File: config.mk
export PLATFORM = sky130hd
export DESIGN_NAME = tick_scheduler_flat
export DESIGN_NICKNAME = d
export VERILOG_FILES = /design/src/rtl/tick_scheduler_if.sv /design/src/rtl/tick_scheduler.sv /design/src/flat_wrapper.sv
export SDC_FILE = /design/constraint.sdc
export NUM_CORES = 1
export LEC_CHECK = 0
export ABC_AREA = 0
export BUFFER_PORTS_ARGS = -buffer_cell sky130_fd_sc_hd__buf_2
export CORE_ASPECT_RATIO = 0.8
export CORE_MARGIN = 5
export CORE_UTILIZATION = 30
export DETAILED_ROUTE_END_ITERATION = 6
export PLACE_DENSITY = 0.5
export SLEW_MARGIN = 20
export SYNTH_ARGS = -nofsm -noshare
export SYNTH_HDL_FRONTEND = slang
export SYNTH_SLANG_ARGS = --single-unit
File: constraint.sdc
create_clock -name clk -period 4.2 [get_ports clk]
set_clock_uncertainty 0.2 [all_clocks]
set_input_delay 1.26 -clock clk [delete_from_list [all_inputs] [get_ports clk]]
set_output_delay 1.26 -clock clk [all_outputs]
set_load 0.005 [all_outputs]
File: src/rtl/tick_scheduler_if.sv
// Configuration write port of tick_scheduler.
// Handshake: a write transfers on a clk edge where cfg_valid && cfg_ready; while cfg_ready is low the master holds cfg_valid and the payload stable.
interface tick_scheduler_if #(
    parameter int CNT_W = 16
);
    logic             cfg_valid;
    logic             cfg_ready;
    logic [2:0]       cfg_ch;
    logic [CNT_W-1:0] cfg_period;
    logic             cfg_oneshot;
    logic             cfg_start;

    modport master (
        output cfg_valid, cfg_ch, cfg_period, cfg_oneshot, cfg_start,
        input  cfg_ready
    );

    modport slave (
        input  cfg_valid, cfg_ch, cfg_period, cfg_oneshot, cfg_start,
        output cfg_ready
    );
endinterface

File: src/rtl/tick_scheduler.sv
// Multi-channel periodic/one-shot tick scheduler driven by one shared base prescaler.
// Optional: define TICK_SCHED_TOGGLE_EN to add clk_out, a per-channel square wave toggled by each tick.
module tick_scheduler #(
    parameter int PRESCALE = 50_000,
    parameter int NUM_CH   = 4,
    parameter int CNT_W    = 16
) (
    input  logic              clk,
    input  logic              reset,
    input  logic              enable,
    tick_scheduler_if.slave   cfg,
    output logic              base_tick,
    output logic [NUM_CH-1:0] ch_active,
    output logic [NUM_CH-1:0] tick_out
`ifdef TICK_SCHED_TOGGLE_EN
    ,
    output logic [NUM_CH-1:0] clk_out
`endif
);

    localparam int PW = (PRESCALE > 1) ? $clog2(PRESCALE) : 1;
    localparam logic [PW-1:0] PRESC_LAST = PW'(PRESCALE - 1);

    typedef enum logic {
        ST_IDLE = 1'b0,
        ST_RUN  = 1'b1
    } ch_state_e;

    logic [PW-1:0]     presc_q, presc_d;
    logic              cfg_ready_q, cfg_ready_d;
    logic              cfg_fire;
    ch_state_e         state_q  [NUM_CH];
    logic [CNT_W-1:0]  cnt_q    [NUM_CH];
    logic [CNT_W-1:0]  period_q [NUM_CH];
    logic [NUM_CH-1:0] oneshot_q;
    logic [NUM_CH-1:0] tick_q;
`ifdef TICK_SCHED_TOGGLE_EN
    logic [NUM_CH-1:0] toggle_q;
`endif

    // base_tick is decoded from the registered prescaler so channels see it in the wrap cycle.
    always_comb begin
        base_tick   = !reset && enable && (presc_q == PRESC_LAST);
        presc_d     = presc_q;
        if (enable) begin
            presc_d = base_tick ? '0 : presc_q + PW'(1);
        end
        cfg_fire    = cfg.cfg_valid && cfg_ready_q;
        cfg_ready_d = !cfg_fire;
    end

    assign cfg.cfg_ready = cfg_ready_q;
    assign tick_out      = tick_q;
`ifdef TICK_SCHED_TOGGLE_EN
    assign clk_out       = toggle_q;
`endif

    always_comb begin
        ch_active = '0;
        for (int i = 0; i < NUM_CH; i++) begin
            ch_active[i] = (state_q[i] == ST_RUN);
        end
    end

    always_ff @(posedge clk) begin
        if (reset) begin
            presc_q     <= '0;
            cfg_ready_q <= 1'b1;
            oneshot_q   <= '0;
            tick_q      <= '0;
`ifdef TICK_SCHED_TOGGLE_EN
            toggle_q    <= '0;
`endif
            for (int i = 0; i < NUM_CH; i++) begin
                state_q[i]  <= ST_IDLE;
                cnt_q[i]    <= '0;
                period_q[i] <= '0;
            end
        end else begin
            presc_q     <= presc_d;
            cfg_ready_q <= cfg_ready_d;
            for (int i = 0; i < NUM_CH; i++) begin
                tick_q[i] <= 1'b0;
                // A write to this channel overrides any base_tick in the same cycle.
                if (cfg_fire && (cfg.cfg_ch == 3'(i))) begin
                    if (cfg.cfg_start && (cfg.cfg_period != '0)) begin
                        state_q[i]   <= ST_RUN;
                        period_q[i]  <= cfg.cfg_period;
                        oneshot_q[i] <= cfg.cfg_oneshot;
                        cnt_q[i]     <= cfg.cfg_period - CNT_W'(1);
                    end else begin
                        state_q[i] <= ST_IDLE;
                        cnt_q[i]   <= '0;
`ifdef TICK_SCHED_TOGGLE_EN
                        toggle_q[i] <= 1'b0;
`endif
                    end
                end else if ((state_q[i] == ST_RUN) && base_tick) begin
                    if (cnt_q[i] != '0) begin
                        cnt_q[i] <= cnt_q[i] - CNT_W'(1);
                    end else begin
                        tick_q[i] <= 1'b1;
`ifdef TICK_SCHED_TOGGLE_EN
                        toggle_q[i] <= ~toggle_q[i];
`endif
                        if (oneshot_q[i]) begin
                            state_q[i] <= ST_IDLE;
                        end else begin
                            cnt_q[i] <= period_q[i] - CNT_W'(1);
                        end
                    end
                end
            end
        end
    end

endmodule

File: src/flat_wrapper.sv
// flat-port wrapper written by rule: the top's interface ports become plain ports
module tick_scheduler_flat 
#(
    parameter int PRESCALE = 50_000,
    parameter int NUM_CH   = 4,
    parameter int CNT_W    = 16
)
  (clk, reset, enable, base_tick, ch_active, tick_out, cfg_cfg_valid, cfg_cfg_ch, cfg_cfg_period, cfg_cfg_oneshot, cfg_cfg_start, cfg_cfg_ready);
  tick_scheduler_if #(.CNT_W(CNT_W)) cfg_i ();
  input  logic clk;
  input  logic reset;
  input  logic enable;
  output logic base_tick;
  output logic [NUM_CH-1:0] ch_active;
  output logic [NUM_CH-1:0] tick_out;
  input wire logic [$bits(cfg_i.cfg_valid)-1:0] cfg_cfg_valid;
  input wire logic [$bits(cfg_i.cfg_ch)-1:0] cfg_cfg_ch;
  input wire logic [$bits(cfg_i.cfg_period)-1:0] cfg_cfg_period;
  input wire logic [$bits(cfg_i.cfg_oneshot)-1:0] cfg_cfg_oneshot;
  input wire logic [$bits(cfg_i.cfg_start)-1:0] cfg_cfg_start;
  output wire logic [$bits(cfg_i.cfg_ready)-1:0] cfg_cfg_ready;
  assign cfg_i.cfg_valid = cfg_cfg_valid;
  assign cfg_i.cfg_ch = cfg_cfg_ch;
  assign cfg_i.cfg_period = cfg_cfg_period;
  assign cfg_i.cfg_oneshot = cfg_cfg_oneshot;
  assign cfg_i.cfg_start = cfg_cfg_start;
  assign cfg_cfg_ready = cfg_i.cfg_ready;
  tick_scheduler #(.PRESCALE(PRESCALE), .NUM_CH(NUM_CH), .CNT_W(CNT_W)) u_core (.clk(clk), .reset(reset), .enable(enable), .cfg(cfg_i), .base_tick(base_tick), .ch_active(ch_active), .tick_out(tick_out));
endmodule
# --- Word level (Yosys, flattened, before mapping) ---
# Memories as Yosys holds them, arrays and structs flattened.
# Index checks and enable logic that the tools add are counted.
classes:
  n_addsub: 10
  mul: 0
  div_mod_pow: 0
  n_lt_le_gt_ge: 0
  eq_ne: 4
  shifts: 0
  n_mux: 133
  bitwise: 36
  n_reduce_logical: 28
ops:
  columns: ["operator", "n"]
  rows:
  - ["$mux W16", 21]
  - ["$sub A16 B1 Y16 const B", 9]
  - ["$mux W1", 112]
  - ["$reduce_bool A16 Y1", 5]
  - ["$or A1 B1 Y1", 32]
  - ["$add A16 B1 Y16 const B", 1]
  - ["$eq A16 B16 Y1 const B", 1]
  - ["$logic_and A1 B1 Y1", 12]
  - ["$reduce_or A3 Y1", 4]
  - ["$reduce_and A2 Y1", 4]
  - ["$eq A3 B2 Y1 const B", 2]
  - ["$not A1 Y1", 4]
  - ["$eq A3 B1 Y1 const B", 1]
  - ["$logic_not A3 Y1", 1]
  - ["$logic_not A1 Y1", 2]
word_totals:
  regBits: 25
  latch_bits: 0
  ramBits: 132
  romBits: 0
  input_bits: 25
  output_inout_bits: 10
  word_cells: 224
  mem_count: 3
mem_list:
  columns: ["memory", "depth", "word_bits", "read_ports", "rd_ports_with_merged_regs", "write_ports", "line_no", "text"]
  rows:
  - ["u_core.cnt_q", 4, 16, 4, 0, 4, "tick_scheduler.sv:33", "logic [CNT_W-1:0] cnt_q [NUM_CH];"]
  - ["u_core.period_q", 4, 16, 4, 0, 4, "tick_scheduler.sv:34", "logic [CNT_W-1:0] period_q [NUM_CH];"]
  - ["u_core.state_q", 4, 1, 4, 0, 4, "tick_scheduler.sv:32", "ch_state_e state_q [NUM_CH];"]

# --- Depth between registers and ports, before layout ---
logic_depth:
  word_depth: 10
  ltp_mapped: 11

# --- Worst setup path before layout ---
# No wires, ideal clock.
synth_path:
  kind: "input to register"
  start: "in cfg_cfg_period[0]"
  end: "mem u_core.period_q[2][0] (netlist: u_core.period_q[0][32]) (enable)"
  setup_time_ps: 411
  t_arrival_ps: 3353
  setup_slack_ps: 235
  cell_stages: 6
  path_buffers: 0
  path_cell_list: "clkinv_1 ha_1 nor3b_1 nand4_1 nand3_1 o21ai_0"
synth_rtl:
  columns: ["element", "line_no", "text"]
  rows:
  - ["from (decl)", "flat_wrapper.sv:18", "input wire logic [$bits(cfg_i.cfg_period)-1:0] cfg_cfg_period;"]
  - ["to (decl)", "tick_scheduler.sv:34", null]

# --- Worst setup path in the final report ---
layout_path:
  start: "in enable"
  end: "out base_tick"
layout_between:
  elab_chain_len: 2
layout_rtl:
  columns: ["element", "line_no", "text"]
  rows:
  - ["from (decl)", "flat_wrapper.sv:12", "input logic enable;"]
  - ["$logic_and A1 B1 Y1 (2 in series)", "tick_scheduler.sv:43", "base_tick = !reset && enable && (presc_q == PRESC_LAST);"]
  - ["to (decl)", "flat_wrapper.sv:13", "output logic base_tick;"]
# No other way between the ends.

==> reports/summary.txt <==
Clk root buf: clkbuf_16
Predominant post-synthesis flop cell: edfxtp_1
ANT nets after route: 0
Fin. Hold Viols: 0
Final setup TNS: 0 ns
Total routed wirelength: 31.4 mm
Worst reg2reg path depth: 6
Mux share of post-synthesis cell area: 0.307%
Pwr Total: 3.86 mW
Initial Utilization: 30.3%
Layout Cell Area excl Fill: 0.0114 mm^2
Htree depth: 4
Gr usage total: 17.5%
Post-DR wirelength/cell: 20.4 um
Peak VDD IR: 255 uV
Worst R2R Start: u_core.cnt_q[1][10]$_SDFFCE_PN0P_
Largest family of logic cells by synthesized area: simple AND/OR/NAND/NOR gates
Min Hold Slack: 0.227 ns
Setup crit end kind: output pin
Critical path peak fanout: 7
First-pass GRT wire length: 48.1 mm
Slew Viols, Final: 0
Adder-Cell Fraction of Synth Area: 1.79%
Critical R2R Capture: u_core.cnt_q[1][15]$_SDFFCE_PN0P_
Dpl hpwl: 23.1 mm
Area fraction in compound gates after synthesis: 13.2%
Post-Syn Nets: 1,070
Vias in the first global route: 8,036
Fin nets: 1,142
Outcome: finished, final reports clean
Cells on Worst Hold Path: 1
Antenna violations before repair: 2
Post-synth cell types: 69
Die outline height: 172 um
XOR/XNOR share of the synthesized area: 10.6%
TritonCTS Buffers: 17
Reg-to-reg slack, setup: 0.87 ns
Dpl cell area: 0.0108 mm^2
Iteration-0 DRC Markers: 748
Total gr overflow: 0
IO Pins: 35
Hold_sp: u_core.cfg.cfg_ready$_SDFF_PP1_
Fmax achieved: 260 MHz
Post-synthesis sequential area ratio: 45.6%
DR pass1 iterations: 5
Ys Warns: 0
Worst setup path start: enable
Cell Rows: 59
Hold Crit Class: reg -> reg
Gpl congestion: 0.855
Fin crit period: 3.85 ns
Largest net degree at the start of global routing: 20
Post-CTS Setup Repair Bufs: 0
Syn Std Cell Area: 0.00979 mm^2
Clk_lat worst skew: 0.45 ns
RSZ-0062 raised after global routing: false
Share of layout cells above drive strength 1: 13.1%
Core ar.: 0.0323 mm^2
Final Cycle Share: 91.6%
Simple-gate share of the synthesized area: 25.5%
WS Path Type: in -> out
CTS hold repair buffers: 0
Remaining DRCs: 0
Number of synthesized flops with an enable pin: 132
Hold Crit Endpoint: u_core.cfg.cfg_ready$_SDFF_PP1_
Vias per inst: 5.33
Vias: 8,223
Area leader, netlist: edfxtp_1
Clock sink count: 157
Resize count post-CTS: 0
Fill cells: 3,298
Required @ worst endpoint: 2.74 ns
Relative slew margins: 30.0%
Number of antenna diodes: 0
Max Cap Violations: 0
Synthesis-to-finish area growth: 16.6%
Leading post-synthesis cells by cell area: edfxtp_1, xnor2_1, dfxtp_1
Clk slew on worst S/H paths: 0.07 ns
Post-Syn Instances: 1,031
Synth Register Bits: 157
PD cells: 339 mW/mm^2
CP Data Arrival Time: 2.39 ns
Worst-Margin Slew: 1.04 ns
Startpoint Class: input port
DIE AREA: 0.0364 mm^2
Async SR Flop Fraction: 0%
Die width: 212 um
Port Buffer Count: 34
Setup-failing EPs final: 0
CTS tree: done
Avg Cell Area, Syn: 9.50 um^2
Max Root-Sink Buffers: 2
P_leak: 4.27 nW
Area share of the largest cell type after synthesis: 40.5%
## metal layers
metal,up-vias,global-route usage (%),wire length [um]
met1,3938,24.9,15300
li1,3997,-,-
met4,0,6.52,1000
met2,233,25.4,13100
met5,-,0,0
met3,55,4.72,2040
## cell usage after synthesis, types with 3 or more instances
cell      instances
edfxtp_1        132
nand2_1          89
nor2_1           86
a21oi_1          74
xnor2_1          67
xor2_1           51
and3_1           44
nor3_1           41
o21ai_0          41
clkbuf_1         35
and2_1           31
nand3_1          30
nor4_1           26
dfxtp_1          25
inv_1            25
or3_1            23
a22oi_1          21
nand4_1          17
or4_1            16
ha_1             14
o31ai_1          13
o22ai_1          12
nand2b_1         11
buf_2             9
nand3b_1          9
o21a_1            6
nor3b_1           5
nor4b_1           5
o221ai_1          5
a22o_1            4
a31oi_1           4
a221oi_1          3
mux2i_1           3
nor2b_1           3
o211ai_1          3
## metrics by stage
stage | util (%) | std cells | worst slack (ns)
6_report | 35.3 | 1543 | 0.353
5_1_grt | 35.3 | 1543 | 0.242
4_1_cts | 35.3 | 1543 | 0.354
3_5_place_dp | 33.4 | 1511 | 0.0134
3_3_place_gp | 33.4 | 1511 | 0.0384
2_1_floorplan | - | 1031 | 0.235
## how the worst max path moves through the flow
stage | endpoint | slack [ns] | cells after the start
floorplan | u_core.period_q[0][32]$_SDFFCE_PN0P_ | 0.24 | 6
global placement | u_core.cnt_q[3][5]$_DFFE_PP_ | 0.04 | 8
detailed placement | u_core.cnt_q[3][5]$_DFFE_PP_ | 0.01 | 8
CTS | base_tick | 0.35 | 5
global route | base_tick | 0.24 | 5
finish | base_tick | 0.35 | 5
## cell type report
cell class | count | area [um^2] | share of cell area [%]
multi-input cells | 801 | 5030 | 44.1
flip-flops and latches | 157 | 4460 | 39.1
repair buffers | 100 | 666 | 5.83
well taps | 427 | 534 | 4.68
clock inverters | 13 | 170 | 1.49
inverters | 26 | 97.6 | 0.855
clock buffers | 19 | 453 | 3.97
## where the power goes
| part | leakage (nW) | total, mW | switching, mW | internal [mW] |
|---|---|---|---|---|
| clock | 0.300 | 1.67 | 0.658 | 1.02 |
| combinational | 2.39 | 0.388 | 0.249 | 0.140 |
| sequential | 1.58 | 1.80 | 0.0570 | 1.74 |
| total | 4.27 | 3.86 | 0.964 | 2.90 |
## flip-flops by register name, summed over array words and instances (netlist names)
signal,flops
u_core.cnt_q,64
u_core.period_q,64
u_core.presc_q,16
u_core.oneshot_q,4
u_core.state_q,4
u_core.tick_out,4
u_core.cfg.cfg_ready,1
## logic make-up after synthesis
| logic type | Yosys count |
|---|---|
| AND/OR/NAND/NOR | 459 |
| AO/OA/AOI/OAI | 207 |
| flip-flops | 157 |
| XOR/XNOR | 118 |
| buffers and inverters | 73 |
| adder cells (fa/ha/maj) | 14 |
| multiplexers | 3 |
## worst max-delay path, cell delays in order
cell,delay (ns)
buf_2,0.16
nand4_1,0.11
or4_1,0.54
nor2_1,0.17
buf_2,0.15
## layout by cell type, fill, tap and decap left out, types with 14 or more instances in the layout
cell type    n
edfxtp_1   132
nand2_1     89
nor2_1      86
a21oi_1     74
xnor2_1     67
buf_4       66
xor2_1      51
and3_1      44
nor3_1      41
o21ai_0     38
buf_2       34
and2_1      31
nand3_1     30
nor4_1      26
inv_1       25
dfxtp_1     25
or3_1       23
a22oi_1     21
nand4_1     17
clkbuf_16   17
or4_1       16
ha_1        14
Note: power is estimated with default switching activity, not from simulation.
